<file path="src/rtl/mux_2to1.sv">
// mux_2to1: registered 2:1 word selector with a capture enable and a sticky valid flag.
// Optional MUX_COMB_OUT_EN adds a zero-latency combinational out_comb port.
module mux_2to1 #(
    parameter int unsigned          WIDTH     = 10,
    parameter logic [WIDTH-1:0]     RESET_VAL = '0
) (
    input  logic             clk,
    input  logic             rst_n,
    input  logic [WIDTH-1:0] in0,
    input  logic [WIDTH-1:0] in1,
    input  logic             sel,
    input  logic             en,
    output logic [WIDTH-1:0] out,
    output logic             out_vld
`ifdef MUX_COMB_OUT_EN
    ,
    output logic [WIDTH-1:0] out_comb
`endif
);
    logic [WIDTH-1:0] pick;

    always_comb pick = sel ? in1 : in0;

    always_ff @(posedge clk or negedge rst_n) begin
        if (!rst_n) begin
            out     <= RESET_VAL;
            out_vld <= 1'b0;
        end else if (en) begin
            out     <= pick;
            out_vld <= 1'b1;
        end
    end

`ifdef MUX_COMB_OUT_EN
    assign out_comb = pick;
`endif
endmodule

</file>
<file path="config.mk">
export PLATFORM = sky130hd
export DESIGN_NAME = mux_2to1
export DESIGN_NICKNAME = d
export VERILOG_FILES = /design/src/rtl/mux_2to1.sv
export SDC_FILE = /design/constraint.sdc
export NUM_CORES = 1
export LEC_CHECK = 0
export CORE_MARGIN = 2
export CORE_UTILIZATION = 35
export DETAILED_ROUTE_END_ITERATION = 12
export PLACE_DENSITY = 0.84
export SKIP_LAST_GASP = 1
export SYNTH_ARGS = -nofsm -noshare
export SYNTH_HDL_FRONTEND = slang
export SYNTH_SLANG_ARGS = --single-unit
</file>
<file path="constraint.sdc">
create_clock -name clk -period 2.25 [get_ports clk]
set_input_delay 0.3375 -clock clk [delete_from_list [all_inputs] [get_ports clk]]
set_output_delay 0.3375 -clock clk [all_outputs]
set_load 0.01 [all_outputs]
</file>
# Word-level counts from Yosys, hierarchy flattened
# Cells that the tools add are included.
# Widths: inputs -> output; s select.
[totals]
reg_bits = 11
input_bits = 24
word_cells = 3
[classes]
mux = 1
[op_table]
columns = ["operator", "n"]
rows = [
  ["$mux 10", 1],
]

# Depth between registers and ports, before layout
# Gate-level depths: netlist (run 1).
[depth]
ltp_word = 1
depth_mapped = 3
mapped_depth_nobuf = 2

# Least setup slack after synthesis (run 1)
# Ideal clock, no wire load.
[synth_timing]
kind = "in2reg"
startpoint = "input sel"
endpoint = "register out[0]"
setup_ps = 137
arrival_ps = 717
required_ps = 2113
setup_slack_ps = 1396
cell_stages = 3
cell_sequence = "buf_6 mux2i_1 a21oi_1"
[synth_between]
elab_chain_cells = 1
[synth_rtl]
columns = ["item", "line_no", "text"]
rows = [
  ["from (decl)", "11", "input logic sel,"],
  ["$mux 10", "22", "always_comb pick = sel ? in1 : in0;"],
  ["to (signal assigned)", "29", "out <= pick;"],
  ["to (decl)", "13", "output logic [WIDTH-1:0] out,"],
]
# No other way between the ends.
# A chain may end at the register's enable or synchronous reset.

# Final worst setup path (run 1)
[layout_timing]
startpoint = "register out[3]"
endpoint = "output out[3]"
# No word-level cell between the ends.

==> out/metrics.csv, run 1 <==
metric;value;unit
status;finished, final reports clean;
Critical Path Fanout Max;2;
min Tclk post-route;1.536;ns
post-synthesis mux area share;20.46;%
final period utilization;68.26;%
Site Rows;13;
RSZ-0062 raised after global routing;no;
worst clock skew;0;ns
Synth Warn #;0;
Net Switching;127.6;uW
combinational power share;26.3;%
Int Pwr;368.7;uW
Initial DRT Pass Iterations;4;
Vias;465;
via/cell ratio;4.844;
Tot GR Track Use;18.50;%
mean post-synth cell area;10.87;um^2
post-CTS sizing;0;
CTS root buf;clkbuf_4;
Setup CP Type;reg -> out;
clk buf depth;2;
Worst path slowest cell;clkdlybuf4s50_1;
largest net degree at the start of global routing;22;
total I/O pin count;35;
Top delay family on crit path;buffers and inverters;
register area;275.3;um^2
Worst EP arrival;1.20;ns
crit path buf inv count;1;
initial antenna violation count;0;
multi-input logic area;193.9;um^2
worst hold path class;in -> async;
endpoint class of the critical path;output port;
Critical Path RT;1.91;ns
DP Area;835.8;um^2
CTS tree;done;
PD cells;575.8;mW/mm^2
sequential power share;45.9;%
adder-cell share of the synthesized area;0;%
DIE HEIGHT;41.39;um
htree depth;1;
worst hold slack;0.4036;ns
critical-path cell list;clkdlybuf4s50_1;
starting DRC count in detailed routing;7;
total gr overflow;0;
main combinational cell family by area after synthesis;multiplexers;
Compound-Gate Fraction of Synth Area;10.23;%
actual slew at the worst max-slew pin;0.5984;ns
final setup margin;0.7142;ns
Rel. slew slack;59.98;%
total CTS buffers;3;
Sw Ratio;25.71;%
Startpoint Class;flip-flop;
vias in the first global route;425;
nets;106;
pre-CTS setup slack;0.5626;ns
Gate Count Post-Synth;45;
routability congestion estimate from global placement;0.6469;
Fin Setup TNS;0;ns
max-slew violations;0;
Die Area;0.001713;mm^2
DRC;0;
Post CTS Setup Buffer Count;0;
number of register bits inferred by synthesis;11;
layout cells sized above 1;6.173;%
clock share of power;27.7;%
WL final;1.277;mm
number of max-cap violations;0;
post-route design area;862.1;um^2
diode count;0;
register area share after synthesis;56.27;%
first-pass GRT wire length;1.883;mm
Syn-to-layout area delta;76.21;%
Starting Density;37.60;%
count of final setup violators;0;
wire length per cell;13.30;um
Final ANT Viol Nets;0;
Post-Synth XOR/XNOR Area;0;%
Post-Synth Simple-Gate Area;8.951;%
leakage power;0.3678;nW
Worst path max stage delay;0.56;ns
Max Clk Rate;0.6511;GHz
post-cts hold buffer count;0;
CTS sink cnt;11;
port buffer count;34;
Syn Std Cell Area;489.2;um^2
core area;0.001301;mm^2
maximum vdd ir drop;386.4;uV
clk_lat worst skew;0.27;ns
chip width;41.39;um
post-synth cell types;8;
FILL cells;116;
clock-pin slew on the worst setup and hold paths;0.07;ns
Synth Net Count;69;
final hold vios;0;
[flip-flops by register name, summed over array words and instances, names as in the netlist]
register,count
out_vld,1
out,10
[cells in the mapped netlist (all sizes together)]
library cell | n | area (um^2)
or2 | 1 | 6.260
mux2i | 10 | 100.1
buf | 2 | 16.26
nor2 | 10 | 37.54
dfrtp | 11 | 275.3
a21oi | 10 | 50.05
clkbuf | 1 | 3.750
[logic make-up after synthesis]
kind of cell	Yosys count
buffers and inverters	3
AO/OA/AOI/OAI	10
multiplexers	10
AND/OR/NAND/NOR	11
flip-flops	11
[power groups by stage]
| stage | clock network, mW | logic [mW] | registers [mW] |
|---|---|---|---|
| floorplan | 0 | 0.0344 | 0.239 |
| CTS | 0.140 | 0.132 | 0.228 |
| global route | 0.148 | 0.142 | 0.230 |
| global placement | 0 | 0.128 | 0.230 |
| finish | 0.138 | 0.131 | 0.228 |
| detailed placement | 0 | 0.132 | 0.231 |
[cell usage in the layout, fill, tap and decap left out]
cell,synthesis,layout
mux2i_1,10,10
buf_4,0,1
nor2_1,10,10
clkbuf_4,0,3
a21oi_1,10,10
or2_2,1,1
clkdlybuf4s50_1,0,34
clkbuf_1,1,1
dfrtp_1,11,11
[cell type report]
cell class | instances | share of cell area, %
Tap cell | 15 | 2.177
Multi-Input combinational cell | 31 | 22.50
Clock buffer | 4 | 3.048
Sequential cell | 11 | 31.93
Timing Repair Buffer | 35 | 40.35
[path summary, 6_finish.rpt]
path,depth (start not counted),slack (ns),to,startpoint
max in group asynchronous,1,1.51,out[1],rst_n
max,1,0.71,out[3],out[3]
min reg2reg,1,0.47,out_vld,out_vld
max reg2reg,1,1.50,out_vld,out_vld
min in group clk,1,0.47,out_vld,out_vld
min,1,0.40,out[6],rst_n
[through the flow]
stage / total power [mW] / utilization (%) / std cells
3_5_place_dp: 0.3633 / 64.23 / 92
2_1_floorplan: 0.2738 / - / 45
4_1_cts: 0.5008 / 66.25 / 96
3_3_place_gp: 0.3584 / 64.23 / 92
5_1_grt: 0.5200 / 66.25 / 96
6_report: 0.4963 / 66.25 / 96
[layer usage]
metal / wire [um] / global-route usage, % / up-vias
li1: - / - / 225
met3: 110 / 6.383 / 4
met5: 0 / 0 / -
met1: 530 / 22.00 / 211
met2: 611 / 28.13 / 25
met4: 23 / 12.10 / 0
Note: power is estimated with default switching activity, not from simulation.
==> run 2: changes to the inputs <==
Settings changed: CORE_UTILIZATION 35 to 32, PLACE_DENSITY 0.84 to 0.78.
Clock period 2.25 ns to 1.6 ns, I/O delays scaled along.
==> out/metrics.csv, run 2 (synthesis results as in run 1) <==
metric;value;unit
worst hold path class;in -> async;
Crit Reg-Reg Endpoint;out_vld;
diode count;0;
CTS root buf;clkbuf_4;
Final ANT Viol Nets;0;
Max Clk Rate;0.7101;GHz
Vias;473;
first-pass GRT wire length;1.869;mm
via/cell ratio;4.827;
RSZ-0062 raised after global routing;no;
leading cell types in the layout, fill and taps excluded;34 x clkdlybuf4s50_1, 11 x dfrtp_1, 10 x mux2i_1, 10 x nor2_1, 10 x a21oi_1;
Reg with most FFs;out;
htree depth;1;
post-CTS sizing;0;
max reg flops;10;
clock-pin slew on the worst setup and hold paths;0.07;ns
Setup CP Type;reg -> out;
final hold vios;0;
crit path buf inv count;1;
DIE HEIGHT;43.10;um
routability congestion estimate from global placement;0.6618;
min Tclk post-route;1.408;ns
final setup margin;0.1917;ns
biggest regs;out: 10 flops, out_vld: 1 flops;
total I/O pin count;35;
Rel. slew slack;65.97;%
RR Startpoint;out_vld;
Critical Path Start;out[3];
Critical Path RT;1.36;ns
actual slew at the worst max-slew pin;0.5089;ns
dpl hpwl;922.7;um
wire length per cell;12.27;um
core area;0.001471;mm^2
port buffer count;34;
Worst path slowest cell;clkdlybuf4s50_1;
Worst path depth;1;
Site Rows;14;
total gr overflow;0;
status;finished, final reports clean;
chip width;43.10;um
clk_lat worst skew;0.26;ns
Top delay family on crit path;buffers and inverters;
CTS tree;done;
DRC;0;
post-layout util;59.18;%
Worst EP arrival;1.17;ns
placed insts;94;
Worst Reg-to-Reg Cells;1;
count of final setup violators;0;
starting DRC count in detailed routing;3;
Critical Path Fanout Max;2;
PD cells;789.9;mW/mm^2
maximum vdd ir drop;503.6;uV
leakage power;0.3726;nW
final std cells w/o fill;98;
largest net degree at the start of global routing;21;
Initial DRT Pass Iterations;4;
vias in the first global route;465;
CP Capture Point;out[3];
post-cts hold buffer count;0;
max-slew violations;0;
final period utilization;88.02;%
CTS sink cnt;11;
Die Area;0.001858;mm^2
clk buf depth;2;
nets;107;
endpoint class of the critical path;output port;
Starting Density;33.25;%
number of max-cap violations;0;
initial antenna violation count;0;
FILL cells;132;
Post CTS Setup Buffer Count;0;
Tot GR Track Use;13.37;%
total CTS buffers;3;
pre-CTS setup slack;0.2408;ns
most common cell after layout, fill and taps aside;clkdlybuf4s50_1;
Syn-to-layout area delta;78.01;%
Startpoint Class;flip-flop;
Worst path max stage delay;0.54;ns
FF-to-FF setup slack;0.84;ns
layout cells sized above 1;7.317;%
WL final;1.202;mm
critical-path cell list;clkdlybuf4s50_1;
worst clock skew;0;ns
Fin Setup TNS;0;ns
[run 2: final cells by class]
class	instances	area, um^2	share of cell area (%)
Sequential cell	11	275.3	31.61
Timing Repair Buffer	36	355.3	40.80
Clock buffer	4	26.28	3.017
Multi-Input combinational cell	31	193.9	22.27
Tap cell	16	20.02	2.299
[run 2: worst min-delay path by stage]
stage                 start      end  slack (ns)
global placement    out_vld  out_vld        0.45
global route          rst_n   out[6]        0.35
detailed placement  out_vld  out_vld        0.47
CTS                   rst_n  out_vld        0.32
floorplan             rst_n   out[0]       -0.06
finish                rst_n   out[7]        0.32
[run 2: routing by layer]
layer	up-vias	global-route usage, %	share of wire [%]
li1	229	-	-
met1	231	15.32	40
met2	13	23.28	54
met3	0	3.404	6.0
met4	0	5.455	0
met5	-	0	0
[run 2: through the flow]
stage / hold slack (ns) / area, um^2 / power [mW]
floorplan: -0.05559 / 489.2 / 0.3851
global placement: 0.4540 / 844.6 / 0.5063
detailed placement: 0.4659 / 844.6 / 0.5096
CTS: 0.3203 / 870.8 / 0.6955
global route: 0.3453 / 870.8 / 0.7263
finish: 0.3160 / 870.8 / 0.6879
[run 2: where the power goes]
part	leakage [nW]	total, mW	internal [mW]	switching (mW)
clock network	0.0150	0.185	0.0962	0.0886
logic	0.237	0.183	0.119	0.0645
registers	0.120	0.320	0.305	0.0151
total	0.373	0.688	0.520	0.168
==> run 3: changes to the inputs <==
Settings changed: SLEW_MARGIN set to 20.
==> results of run 3 <==
No change in the layout: final DEF, timing and power equal those of run 2.
